===== src/rtl/alu_share_arbiter.sv =====
// rtl/alu_share_arbiter.sv - round-robin arbiter sharing one combinational ALU between two requesters
//
// Ports:
//   clk, reset                 clock (rising edge), asynchronous active-high reset
//   req0_* / req1_*            request channels: valid/ready handshake, operands a/b,
//                              function code fun, signed flag sign
//   alu_a/alu_b/alu_fun/alu_sign  registered operands to the shared ALU
//   alu_out                    ALU result, combinational from alu_*
//   rsp_valid/rsp_ready        response handshake
//   rsp_id/rsp_data            owner of the result and the registered raw ALU result
//
// Optional build macro ALU_ARB_LOCK_EN adds req0_lock/req1_lock; an accepted
// locked request keeps the grant with its port until it issues an unlocked op.
module alu_share_arbiter #(
   parameter int DW = 32,
   parameter int FW = 6
) (
   input  logic          clk,
   input  logic          reset,
   input  logic          req0_valid,
   output logic          req0_ready,
   input  logic [DW-1:0] req0_a,
   input  logic [DW-1:0] req0_b,
   input  logic [FW-1:0] req0_fun,
   input  logic          req0_sign,
   input  logic          req1_valid,
   output logic          req1_ready,
   input  logic [DW-1:0] req1_a,
   input  logic [DW-1:0] req1_b,
   input  logic [FW-1:0] req1_fun,
   input  logic          req1_sign,
`ifdef ALU_ARB_LOCK_EN
   input  logic          req0_lock,
   input  logic          req1_lock,
`endif
   output logic [DW-1:0] alu_a,
   output logic [DW-1:0] alu_b,
   output logic [FW-1:0] alu_fun,
   output logic          alu_sign,
   input  logic [DW-1:0] alu_out,
   output logic          rsp_valid,
   input  logic          rsp_ready,
   output logic          rsp_id,
   output logic [DW-1:0] rsp_data
);

   typedef enum logic [1:0] {IDLE, EXEC, RESP} state_t;

   state_t state, state_nxt;
   logic   last_grant;
   logic   tag;
   logic   elig0, elig1;
   logic   gnt_valid, gnt_id;
   logic   accept_ok, accept;

`ifdef ALU_ARB_LOCK_EN
   logic   lock_valid, lock_id;
   logic   sel_lock;

   // A held lock masks the non-owner even when the owner has nothing to issue.
   assign elig0    = req0_valid & (~lock_valid | ~lock_id);
   assign elig1    = req1_valid & (~lock_valid |  lock_id);
   assign sel_lock = gnt_id ? req1_lock : req0_lock;
`else
   assign elig0 = req0_valid;
   assign elig1 = req1_valid;
`endif

   assign gnt_valid  = elig0 | elig1;
   // Under contention the port that did not win last time goes next.
   assign gnt_id     = (elig0 & elig1) ? ~last_grant : elig1;

   // A new op may enter while the previous response is being drained.
   assign accept_ok  = (state == IDLE) | ((state == RESP) & rsp_ready);
   assign accept     = accept_ok & gnt_valid;
   assign req0_ready = accept & ~gnt_id;
   assign req1_ready = accept &  gnt_id;

   always_ff @(posedge clk or posedge reset) begin
      if (reset) state <= IDLE;
      else       state <= state_nxt;
   end

   always_comb begin
      state_nxt = state;
      case (state)
         IDLE: if (accept) state_nxt = EXEC;
         EXEC: state_nxt = RESP;
         RESP: if (rsp_ready) state_nxt = accept ? EXEC : IDLE;
         default: state_nxt = IDLE;
      endcase
   end

   always_ff @(posedge clk or posedge reset) begin
      if (reset) begin
         alu_a      <= '0;
         alu_b      <= '0;
         alu_fun    <= '0;
         alu_sign   <= 1'b0;
         tag        <= 1'b0;
         last_grant <= 1'b1;
         rsp_valid  <= 1'b0;
         rsp_id     <= 1'b0;
         rsp_data   <= '0;
      end else begin
         if (accept) begin
            alu_a      <= gnt_id ? req1_a    : req0_a;
            alu_b      <= gnt_id ? req1_b    : req0_b;
            alu_fun    <= gnt_id ? req1_fun  : req0_fun;
            alu_sign   <= gnt_id ? req1_sign : req0_sign;
            tag        <= gnt_id;
            last_grant <= gnt_id;
         end
         if (state == EXEC) begin
            rsp_data  <= alu_out;
            rsp_id    <= tag;
            rsp_valid <= 1'b1;
         end else if ((state == RESP) && rsp_ready) begin
            rsp_valid <= 1'b0;
         end
      end
   end

`ifdef ALU_ARB_LOCK_EN
   always_ff @(posedge clk or posedge reset) begin
      if (reset) begin
         lock_valid <= 1'b0;
         lock_id    <= 1'b0;
      end else if (accept) begin
         lock_valid <= sel_lock;
         lock_id    <= gnt_id;
      end
   end
`endif

endmodule


===== config.mk =====
export PLATFORM = sky130hd
export DESIGN_NAME = alu_share_arbiter
export DESIGN_NICKNAME = d
export VERILOG_FILES = /design/src/rtl/alu_share_arbiter.sv
export SDC_FILE = /design/constraint.sdc
export NUM_CORES = 1
export LEC_CHECK = 0
export BUFFER_PORTS_ARGS = -buffer_cell sky130_fd_sc_hd__buf_2
export CORE_ASPECT_RATIO = 0.7
export CORE_UTILIZATION = 44
export DETAILED_ROUTE_END_ITERATION = 8
export GPL_ROUTABILITY_DRIVEN = 1
export GPL_TIMING_DRIVEN = 0
export PLACE_DENSITY = 0.81
export SYNTH_ARGS = -nofsm -noshare
export SYNTH_HDL_FRONTEND = slang
export SYNTH_SLANG_ARGS = --single-unit
export TNS_END_PERCENT = 1

===== constraint.sdc =====
create_clock -name clk -period 4.2 [get_ports clk]
set_clock_uncertainty 0.1 [all_clocks]
set_input_delay 0.84 -clock clk [delete_from_list [all_inputs] [get_ports clk]]
set_output_delay 0.84 -clock clk [all_outputs]
set_load 0.005 [all_outputs]

* Yosys cells after proc, flatten, opt, wreduce, memory -nomap -nowiden
Index checks and enable logic that the tools add are counted.
** Cells by class
- $lt $le $gt $ge :: 0
- Equal/unequal tests :: 4
- Shift operators :: 0
- Divide/modulo/power cells :: 0
- Muxes and demuxes :: 11
- Bitwise gates (word level) :: 9
- Reductions and logical operators :: 4
- $add $sub $neg :: 0
- Multiply operators :: 0
** Operators with widths (number)
- 32-bit 2-to-1 mux :: 2
- 6-bit 2-to-1 mux :: 1
- 2-bit one-hot mux with 3 select lines :: 1
- 1-bit bitwise AND :: 5
- 1-bit 2-to-1 mux :: 5
- 2-bit 2-to-1 mux :: 2
- 2-bit != test (second input constant) :: 2
- 2-bit by 1-bit == test with 1-bit output (second input constant) :: 1
- 2-bit == test (second input constant) :: 1
- 2-bit logical NOT :: 1
- 1-bit inverter :: 2
- 1-bit bitwise OR :: 2
- 2-bit AND reduction :: 1
- 2-bit nonzero test :: 1
- 1-bit logical AND :: 1
** Word-level totals
- RAM bits :: 0
- Memory bits (read-only) :: 0
- Bits in latches :: 0
- Memories kept :: 0
- Logic and storage cells :: 38
- Output and inout port bits :: 107
- Register bits :: 109
- Input port bits :: 179

* Logic depth before layout (Yosys ltp)
Gate-level depths: netlist of the first run.
- Depth after elaboration :: 7
- Gate-level depth with buffers :: 5
- Depth with buffers taken out :: 3

* Worst setup path after synthesis of the first run
OpenSTA, ideal clock, no wires.
- Path type :: input-to-output
- From :: input port req1_valid
- To :: output port req0_ready
- Slack :: 1729 ps
- Arrival :: 1531 ps
- Stages :: 4
- Buffers on the path :: 2
- Path through :: nor2b_1 nor4b_1 buf_2 buf_2
** Between the ends
- Cells in the longest elaborated chain, start to end :: 4
- Elaborated cells on any way between the ends :: 6
- Classes of those cells :: mux (1); bitwise (5)
** RTL lines
- start: declaration :: RTL line 26 : input logic req1_valid,
- 1-bit bitwise AND :: RTL line 71 : assign gnt_id = (elig0 & elig1) ? ~last_grant : elig1;
- 1-bit 2-to-1 mux :: RTL line 71
- 1-bit inverter :: RTL line 76 : assign req0_ready = accept & ~gnt_id;
- 1-bit bitwise AND * :: RTL line 76
- end: declaration :: RTL line 21 : output logic req0_ready,
Every way passes the cells marked *; elsewhere a longest branch is shown, timed or not.

* Worst setup path in the final report of the first run
Ends and elaborated chain as after synthesis.

==> summary.md, run 1 <==
| Metric | Value |
|---|---|
| WL final | `14,870 um` |
| CP max stage delay | `0.29 ns` |
| DRT Pass-1 Iters | `4` |
| Crit path cell chain | `buf_2 -> nor2b_1 -> nor4b_1 -> buf_2 -> buf_2 -> buf_2` |
| Vias in the first global route | `4,544` |
| CP max-delay cell | `buf_2` |
| Final hold viol count | `0` |
| Total gr overflow | `0` |
| Syn Area/Cell | `13.98 um2` |
| CTS tree | `built` |
| Hold crit path type | `reg -> reg` |
| Cell area after layout | `6735 um2` |
| Worst R2R Setup Slack | `2.40 ns` |
| Clock Sinks | `109` |
| Sequential fraction of the synthesis area | `0.5675` |
| Initial DRC count | `252` |
| Pwr Density | `711.0 nW/um2` |
| Max-slew violation count | `0` |
| Share of layout cells above drive strength 1 | `0.5712` |
| Latest clock arrival within the worst-skew pair | `0.34 ns` |
| Top cells by area, synth | `dfrtp_1 (56%), a221o_1 (15%), o31a_1 (13%), mux2_2 (7.7%), buf_2 (1.9%)` |
| Gr usage total | `0.2688` |
| Warning count from the yosys run | `0` |
| DR DRC count | `0` |
| Setup CP Type | `in -> out` |
| Worst VDD drop | `360.4 uV` |
| Post-Syn Instances | `344` |
| WP data required | `3.26 ns` |
| Worst-path clk slew | `0.07 ns` |
| Fin nets | `820` |
| Worst setup SP type | `input port` |
| Post-synth net total | `523` |
| Initial Util | `0.4591` |
| Initial antenna violation count | `1` |
| Largest net degree at the start of global routing | `71` |
| Crit path max fanout | `10` |
| Synth cell types | `20` |
| Hold Buf Count CTS | `0` |
| Placed cells | `762` |
| Tmin final | `2.965 ns` |
| Final worst-path cycle share | `0.7059` |
| Cell count along the critical path | `6` |
| First-pass GRT wire length | `23,290 um` |
| Core area | `10,470 um2` |
| Root Driver | `clkbuf_16` |
| Worst path buffer plus inverter count | `4` |
| Top cell type's share of synthesized area | `0.5621` |
| Clk buf depth | `2` |
| WL/cell | `19.11 um` |
| PortBufs | `285` |
| Max Freq | `337.3 MHz` |
| Vert. Die Dim | `89.46 um` |
| FF-to-FF Start | `state[0]` |
| Critical path capture point type | `primary output` |
| Area leader, netlist | `dfrtp_1` |
| # Post-CTS Setup Buffers | `0` |
| Status | `finished, final reports clean` |
| TritonCTS Buffers | `9` |
| Tightest Pin Transition | `0.8068 ns` |
| Leakage power total | `3.385 nW` |
| Kind of cell adding the most delay to the critical path | `buffers and inverters` |
| Die Footprint | `11,360 um2` |
| Hold path cells | `1` |
| Worst reg-to-reg path cell count | `4` |
| H-tree Lvls | `3` |
| IO Count | `286` |
| Total number of vias | `4,376` |
| Setup Viol. Count Final | `0` |
| DP HPWL | `11,330 um` |
| Fin Hold WS | `0.3952 ns` |
| CP most frequent cell | `buf_2` |
| Critical Path Source | `req1_valid` |
| Die W | `126.9 um` |
| Flops & latches, synth | `109` |
| Slew Limit Headroom | `0.4601` |
| GP Congestion | `0.8218` |
| Final Non-Filler Cells | `778` |
| Reg-to-reg endpoint | `alu_b[29]` |
| Ant. Diodes | `0` |
| Cell area after technology mapping | `4808 um2` |
| Worst Setup EP | `req0_ready` |
| Syn-to-layout area delta | `40.07%` |
| Remaining antenna violation count after routing | `0` |
| Placed Area | `6430 um2` |
| Post-cts sizing count | `0` |
| Num rows | `31` |
| CP arrival | `2.02 ns` |
| Routed vias/inst | `5.625` |
| RSZ-0062 raised after global routing | `false` |
| Max cap viols | `0` |
==> cells in the mapped netlist <==
| library cell | count |
|---|---|
| dfrtp_1 | 108 |
| a221o_1 | 71 |
| o31a_1 | 71 |
| mux2_2 | 33 |
| buf_2 | 18 |
| clkbuf_1 | 13 |
| buf_6 | 7 |
| inv_1 | 5 |
| buf_4 | 4 |
| a21o_1 | 3 |
| nor2_1 | 2 |
| a2111oi_4 | 1 |
| a21oi_1 | 1 |
| dfstp_2 | 1 |
| nor2_2 | 1 |
| nor2b_1 | 1 |
| nor2b_4 | 1 |
| nor4b_1 | 1 |
| o21ai_0 | 1 |
| or3_1 | 1 |
==> through the flow <==
stage	setup WS, ns	total power [mW]	util	TNS, ns
global placement	-0.7716	3.849	0.6111	-82.58
CTS	1.213	4.835	0.6431	0
floorplan	0.3877	3.032	-	0
detailed placement	1.219	3.946	0.6140	0
global route	1.083	5.117	0.6431	0
finish	1.235	4.789	0.6431	0
==> placed cells by master, fill, tap and decap left out, types with 2 or more instances in the layout <==
master / Yosys / routed
a21o_1: 3 / 3
a221o_1: 71 / 71
buf_2: 18 / 303
buf_4: 4 / 4
buf_6: 7 / 7
clkbuf_1: 13 / 13
clkbuf_16: 0 / 9
clkinv_2: 0 / 2
dfrtp_1: 108 / 108
inv_1: 5 / 4
inv_8: 0 / 2
mux2_2: 33 / 33
nor2_1: 2 / 2
o31a_1: 71 / 71
==> power breakdown <==
group	internal [mW]	total, mW	switching (mW)
Sequential	1.57	1.86	0.288
Clock	0.472	0.869	0.397
Combinational	1.14	2.06	0.918
Total	3.19	4.79	1.60
==> routing by layer <==
| metal | share of wire | wire length, um | up-vias | GRT usage |
|---|---|---|---|---|
| met2 | 0.50 | 7420 | 193 | 0.4730 |
| li1 | - | - | 1995 | - |
| met1 | 0.42 | 6222 | 2164 | 0.3288 |
| met4 | 0.017 | 248 | 2 | 0.07359 |
| met3 | 0.065 | 966 | 22 | 0.07720 |
| met5 | 0.00054 | 8 | - | 0 |
==> worst register-to-register path, delay by kind of cell (launching register included) <==
kind	cells	cell delay, ns
flops	1	0.45
buf+inv	2	0.51
compound gates	2	0.63
==> how the worst min path moves through the flow <==
stage               end  slack (ns)  startpoint
floorplan           tag        0.34         tag
global placement    tag        0.36         tag
detailed placement  tag        0.39         tag
CTS                 tag        0.40         tag
global route        tag        0.42         tag
finish              tag        0.40         tag
==> sequential cells by signal (all words and copies together) (netlist names), 2 cells and up <==
name      flops
alu_a        32
alu_fun       6
rsp_data     32
state         2
alu_b        32
==> final cells by class <==
type	instances	area [um2]
Fill cell	836	3737
Sequential cell	109	2729
Multi-Input combinational cell	188	1813
Timing Repair Buffer	286	1454
Buffer	42	247.7
Clock buffer	9	225.2
Tap cell	132	165.2
Clock inverter	7	80.08
Inverter	5	21.27
==> cells by family after synthesis <==
kind of cell / share of synthesized area
buffers and inverters: 0.05543
DFF: 0.5675
and+or+nand+nor: 0.01015
muxes: 0.07728
AOI/OAI and AO/OA: 0.2896
(Power assumes the default switching activity.)
==> inputs of run 2 (changes only) <==
--- a/config.mk
+++ b/config.mk
@@ -7,11 +7,11 @@
 export LEC_CHECK = 0
 export BUFFER_PORTS_ARGS = -buffer_cell sky130_fd_sc_hd__buf_2
 export CORE_ASPECT_RATIO = 0.7
-export CORE_UTILIZATION = 44
+export CORE_UTILIZATION = 39
 export DETAILED_ROUTE_END_ITERATION = 8
 export GPL_ROUTABILITY_DRIVEN = 1
 export GPL_TIMING_DRIVEN = 0
-export PLACE_DENSITY = 0.81
+export PLACE_DENSITY = 0.76
 export SYNTH_ARGS = -nofsm -noshare
 export SYNTH_HDL_FRONTEND = slang
 export SYNTH_SLANG_ARGS = --single-unit
==> constraint.sdc (replaced) <==
create_clock -name clk -period 2.7 [get_ports clk]
set_clock_uncertainty 0.1 [all_clocks]
set_input_delay 0.54 -clock clk [delete_from_list [all_inputs] [get_ports clk]]
set_output_delay 0.54 -clock clk [all_outputs]
set_load 0.005 [all_outputs]
==> summary.md, run 2 (same netlist as run 1, synthesis figures left out) <==
| Metric | Value |
|---|---|
| CP most frequent cell | `buf_2 (unchanged)` |
| Max cap viols | `0 (unchanged)` |
| Worst setup SP type | `flop (was input port)` |
| Hold Buf Count CTS | `0 (unchanged)` |
| Share of layout cells above drive strength 1 | `0.5719 (was 0.5712)` |
| Vias in the first global route | `4,446 (was 4,544)` |
| Pwr Density | `1092 nW/um2 (was 711.0 nW/um2)` |
| WP data required | `2.06 ns (was 3.26 ns)` |
| Crit path cell chain | `nor2b_1 -> nor4b_1 -> buf_4 -> buf_2 -> buf_2 (was buf_2 -> nor2b_1 -> nor4b_1 -> buf_2 -> buf_2 -> buf_2)` |
| GP Congestion | `0.8167 (was 0.8218)` |
| Clock Sinks | `109 (unchanged)` |
| Initial antenna violation count | `0 (was 1)` |
| Total number of vias | `4,502 (was 4,376)` |
| Crit path max fanout | `10 (unchanged)` |
| Slew Limit Headroom | `0.3557 (was 0.4601)` |
| Root Driver | `clkbuf_16 (unchanged)` |
| # Post-CTS Setup Buffers | `0 (unchanged)` |
| RSZ-0062 raised after global routing | `false (unchanged)` |
| CP arrival | `1.88 ns (was 2.02 ns)` |
| Latest clock arrival within the worst-skew pair | `0.33 ns (was 0.34 ns)` |
| First-pass GRT wire length | `22,770 um (was 23,290 um)` |
| Vert. Die Dim | `94.90 um (was 89.46 um)` |
| Syn-to-layout area delta | `40.98% (was 40.07%)` |
| IO Count | `286 (unchanged)` |
| Worst VDD drop | `490.7 uV (was 360.4 uV)` |
| CP max stage delay | `0.57 ns (was 0.29 ns)` |
| Core area | `11,850 um2 (was 10,470 um2)` |
| Placed cells | `788 (was 762)` |
| TritonCTS Buffers | `9 (unchanged)` |
| Initial DRC count | `221 (was 252)` |
| Gr usage total | `0.2317 (was 0.2688)` |
| Max-slew violation count | `0 (unchanged)` |
| Max Freq | `396.1 MHz` |
| Leakage power total | `3.382 nW (was 3.385 nW)` |
| Status | `finished, final reports clean (unchanged)` |
| Routed vias/inst | `5.600 (was 5.625)` |
| Critical path capture point type | `primary output (unchanged)` |
| Ant. Diodes | `0 (unchanged)` |
| Final worst-path cycle share | `0.9350` |
| DP HPWL | `11,480 um (was 11,330 um)` |
| FF-to-FF Start | `state[0] (unchanged)` |
| Final hold viol count | `0 (unchanged)` |
| Final Non-Filler Cells | `804 (was 778)` |
| Post-cts sizing count | `0 (unchanged)` |
| Fin Hold WS | `0.2979 ns (was 0.3952 ns)` |
| H-tree Lvls | `3 (unchanged)` |
| Critical Path Source | `last_grant (was req1_valid)` |
| Hold crit path type | `in -> async (was reg -> reg)` |
| Tightest Pin Transition | `0.9644 ns (was 0.8068 ns)` |
| WL/cell | `18.73 um (was 19.11 um)` |
| CTS tree | `built (unchanged)` |
| Setup CP Type | `reg -> out (was in -> out)` |
| PortBufs | `285 (unchanged)` |
| Setup TNS | `0 ns (unchanged)` |
| DR DRC count | `0 (unchanged)` |
| CP max-delay cell | `dfstp_2 (was buf_2)` |
| Clk buf depth | `2 (unchanged)` |
| Total gr overflow | `0 (unchanged)` |
| Num rows | `33 (was 31)` |
| Top Registers | `alu_a: 32 flops, alu_b: 32 flops, rsp_data: 32 flops (unchanged)` |
| Die Footprint | `12,780 um2 (was 11,360 um2)` |
| DRT Pass-1 Iters | `4 (unchanged)` |
| Initial Util | `0.4058 (was 0.4591)` |
| Remaining antenna violation count after routing | `0 (unchanged)` |
| Setup Viol. Count Final | `0 (unchanged)` |
| Largest net degree at the start of global routing | `42 (was 71)` |
| WL final | `15,060 um (was 14,870 um)` |
| Most frequent cells in the layout | `buf_2 (302), dfrtp_1 (108), o31a_1 (71), a221o_1 (71), mux2_2 (33) (was buf_2 (303), dfrtp_1 (108), o31a_1 (71), a221o_1 (71), mux2_2 (33))` |
| Die W | `134.7 um (was 126.9 um)` |
| Worst-path clk slew | `0.08 ns (was 0.07 ns)` |
| Fin nets | `821 (was 820)` |
| Tmin final | `2.524 ns` |
| Commonest non-fill, non-tap cell in the layout | `buf_2 (unchanged)` |
## run 2: changes by cell type in the layout (fill, tap and decap cells not counted), sizes merged
cell	previous run	this run
clkinv	3	2
buf	315	316
bufinv	1	0
clkinvlp	0	1
clkbuf	22	23
## run 2: path summary, 6_finish.rpt
| check | to | slack (ns) | cells past startpoint |
|---|---|---|---|
| worst max register to register | alu_b[5] | 0.88 | 4 |
| worst min-delay path | rsp_data[10] | 0.30 | 2 |
| max in group asynchronous | alu_b[24] | 1.48 | 3 |
| min in group clk | alu_a[24] | 0.32 | 2 |
| worst min register to register | rsp_valid | 0.39 | 1 |
| worst max-delay path | req0_ready | 0.18 | 5 |
## run 2: metal layers
metal,track usage,vias up,routed length [um]
met3,0.04616,11,1204
li1,-,2000,-
met2,0.4064,225,7496
met5,0,-,0
met1,0.2946,2266,6227
met4,0.05712,0,134
## run 2: power by group
| part | leakage (nW) | internal [mW] | switching (mW) |
|---|---|---|---|
| clock network | 0.149 | 0.679 | 0.634 |
| registers | 1.32 | 2.44 | 0.435 |
| logic | 1.91 | 1.78 | 1.43 |
## run 2: per-stage QoR
step / setup WS, ns / power (mW) / cell area [um2] / util
floorplan: 0.7453 / 4.717 / 4812 / -
global route: 0.01694 / 7.877 / 6779 / 0.5721
detailed placement: 0.3012 / 6.126 / 6475 / 0.5464
CTS: 0.08077 / 7.472 / 6777 / 0.5719
finish: 0.1756 / 7.404 / 6779 / 0.5721
global placement: 0.08402 / 5.986 / 6435 / 0.5430
## run 2: area by class of cell
class | instances | area, um2
fill | 1026 | 5071
tap | 157 | 196.4
buffer | 42 | 250.2
inverter | 5 | 22.52
clock buffer | 10 | 239.0
multi-input combinational | 188 | 1813
sequential | 109 | 2729
timing repair buffer | 287 | 1466
clock inverter | 6 | 62.56
## run 2: worst max-delay path, delay by kind of cell, from the launching register on
kind | cells | cell delay (ns)
DFF | 1 | 0.57
buffers and inverters | 3 | 0.65
and+or+nand+nor | 2 | 0.32
==> inputs of run 3 (changes only) <==
--- a/config.mk
+++ b/config.mk
@@ -5,7 +5,7 @@
 export SDC_FILE = /design/constraint.sdc
 export NUM_CORES = 1
 export LEC_CHECK = 0
-export BUFFER_PORTS_ARGS = -buffer_cell sky130_fd_sc_hd__buf_2
+export BUFFER_PORTS_ARGS = -buffer_cell sky130_fd_sc_hd__clkbuf_2
 export CORE_ASPECT_RATIO = 0.7
 export CORE_UTILIZATION = 39
 export DETAILED_ROUTE_END_ITERATION = 8
==> summary.md, run 3 (same netlist as run 1, synthesis figures left out) <==
| Metric | Value |
|---|---|
| Status | `finished, final reports clean (unchanged)` |
| Most frequent cells in the layout | `clkbuf_2 (285), dfrtp_1 (108), o31a_1 (71), a221o_1 (71), mux2_2 (33) (was buf_2 (302), dfrtp_1 (108), o31a_1 (71), a221o_1 (71), mux2_2 (33))` |
| RSZ-0062 raised after global routing | `false (unchanged)` |
| First-pass GRT wire length | `22,560 um (was 22,770 um)` |
| Final worst-path cycle share | `0.9527 (was 0.9350)` |
| Largest net degree at the start of global routing | `43 (was 42)` |
| Remaining antenna violation count after routing | `0 (unchanged)` |
| Gr usage total | `0.2303 (was 0.2317)` |
| Grt met3 use | `0.05153 (was 0.04616)` |
| Flop pwr share | `0.392 (was 0.388)` |
| GP Congestion | `0.8085 (was 0.8167)` |
| Latest clock arrival within the worst-skew pair | `0.33 ns (about the same)` |
| Met2 Resource Use GR | `0.3948 (was 0.4064)` |
| Hold crit path type | `in -> async (unchanged)` |
| Core area | `11,850 um2 (unchanged)` |
| Commonest non-fill, non-tap cell in the layout | `clkbuf_2 (was buf_2)` |
| Crit path max fanout | `10 (unchanged)` |
| Sw Pwr | `2.542 mW (was 2.501 mW)` |
| Total number of vias | `4,488 (was 4,502)` |
| Worst VDD drop | `550.8 uV (was 490.7 uV)` |
| PortBufs | `285 (unchanged)` |
| WP data required | `2.06 ns (about the same)` |
| Clock Sinks | `109 (unchanged)` |
| CTS tree | `built (unchanged)` |
| Critical path capture point type | `primary output (unchanged)` |
| Total Power | `7.439 mW (was 7.404 mW)` |
| WL final | `15,030 um (was 15,060 um)` |
| Ant. Diodes | `0 (unchanged)` |
| Final hold viol count | `0 (unchanged)` |
| Initial DRC count | `174 (was 221)` |
| Global route hottest layer | `met2 (unchanged)` |
| IO Count | `286 (unchanged)` |
| Pint | `4.897 mW (was 4.903 mW)` |
| Fin Hold WS | `0.1952 ns (was 0.2979 ns)` |
| Setup Viol. Count Final | `0 (unchanged)` |
| Fin nets | `821 (unchanged)` |
| Total gr overflow | `0 (unchanged)` |
| Die Footprint | `12,780 um2 (unchanged)` |
| Worst setup SP type | `flop (unchanged)` |
| DRT Pass-1 Iters | `4 (unchanged)` |
| Cell area after layout | `6779 um2 (unchanged)` |
| Setup TNS | `0 ns (unchanged)` |
| Global Route met1 Usage | `0.2950 (was 0.2946)` |
| Root Driver | `clkbuf_16 (unchanged)` |
| Share of layout cells above drive strength 1 | `0.5719 (unchanged)` |
| Placed Area | `6475 um2 (unchanged)` |
| Max-slew violation count | `0 (unchanged)` |
| Pwr Density | `1097 nW/um2 (was 1092 nW/um2)` |
| Die W | `134.7 um (unchanged)` |
| Vias in the first global route | `4,373 (was 4,446)` |
| Switch share | `0.3418 (was 0.3378)` |
| Leakage power total | `3.420 nW (was 3.382 nW)` |
| Num rows | `33 (unchanged)` |
| Tmin final | `2.572 ns (was 2.524 ns)` |
| Slew Limit Headroom | `0.4277 (was 0.3557)` |
| Max Freq | `388.8 MHz (was 396.1 MHz)` |
| # Post-CTS Setup Buffers | `0 (unchanged)` |
| Vert. Die Dim | `94.90 um (unchanged)` |
| H-tree Lvls | `3 (unchanged)` |
| WL/cell | `18.69 um (was 18.73 um)` |
| Routed vias/inst | `5.582 (was 5.600)` |
| TritonCTS Buffers | `9 (unchanged)` |
| DP HPWL | `11,600 um (was 11,480 um)` |
| Syn-to-layout area delta | `40.98% (unchanged)` |
| Initial Util | `0.4058 (unchanged)` |
| Logic pwr share | `0.431 (was 0.434)` |
| DR DRC count | `0 (unchanged)` |
| Clk buf depth | `2 (unchanged)` |
| Tightest Pin Transition | `0.8553 ns (was 0.9644 ns)` |
| Final WS setup | `0.1278 ns (was 0.1756 ns)` |
| Max cap viols | `0 (unchanged)` |
| Initial antenna violation count | `0 (unchanged)` |
| Setup CP Type | `reg -> out (unchanged)` |
| Worst-path clk slew | `0.08 ns (about the same)` |
| CP arrival | `1.93 ns (was 1.88 ns)` |
| Top Registers | `alu_a: 32 flops, alu_b: 32 flops, rsp_data: 32 flops (unchanged)` |
| Pre-CTS setup slack | `0.2588 ns (was 0.3012 ns)` |
| Clk pwr share | `0.176 (was 0.177)` |
## run 3: changes by cell type in the layout (fill, tap and decap cells not counted), sizes merged
cell,change
buf,-285
clkbuf,+285
## run 3: cell type report
type                    instances  area [um2]
plain buffers                  42       250.2
clock buffers                  10       239.0
clock inverters                 6       62.56
fillers                      1008        5071
inverters                       5       22.52
multi-input cells             188        1813
flip-flops and latches        109        2729
well taps                     157       196.4
repair buffers                287        1466
## run 3: repair_timing
item | CTS | global route
endpoints found under the setup margin | 0 | 1
gates resized for setup | 0 | 2
hold buffers | 0 | 0
## run 3: power by group through the flow
stage / sequential [mW] / clock, mW / combinational, mW
after floorplan: 2.94 / 0 / 1.77
after global placement: 2.89 / 0 / 3.12
after CTS: 2.91 / 1.36 / 3.23
after detailed placement: 2.94 / 0 / 3.21
final: 2.92 / 1.31 / 3.21
after global routing: 3.01 / 1.41 / 3.48
## run 3: per-layer routing
layer,part of all wire,up-vias
li1,-,2004
met1,0.42,2245
met2,0.50,223
met3,0.070,16
met4,0.013,0
met5,0,-
## run 3: metrics by stage
step,std cells,util
floorplan,344,-
global placement,786,0.5430
detailed placement,788,0.5464
CTS,804,0.5719
global route,804,0.5721
finish,804,0.5721
## run 3: worst max-delay path, cell delays in order (launching register included)
cell and delay, ns:
dfstp_2 0.57, nor2b_1 0.06, nor4b_1 0.30, buf_4 0.26, buf_2 0.26, clkbuf_2 0.16
## run 3: final timing paths
kind,start,to,slack (ns),depth (start not counted)
max,last_grant,req0_ready,0.13,5
min,reset,rsp_data[11],0.20,2
max reg2reg,state[0],alu_b[4],0.86,4
min reg2reg,tag,tag,0.39,1
max in group asynchronous,reset,alu_b[18],1.65,3
min in group clk,req0_a[21],alu_a[21],0.33,2
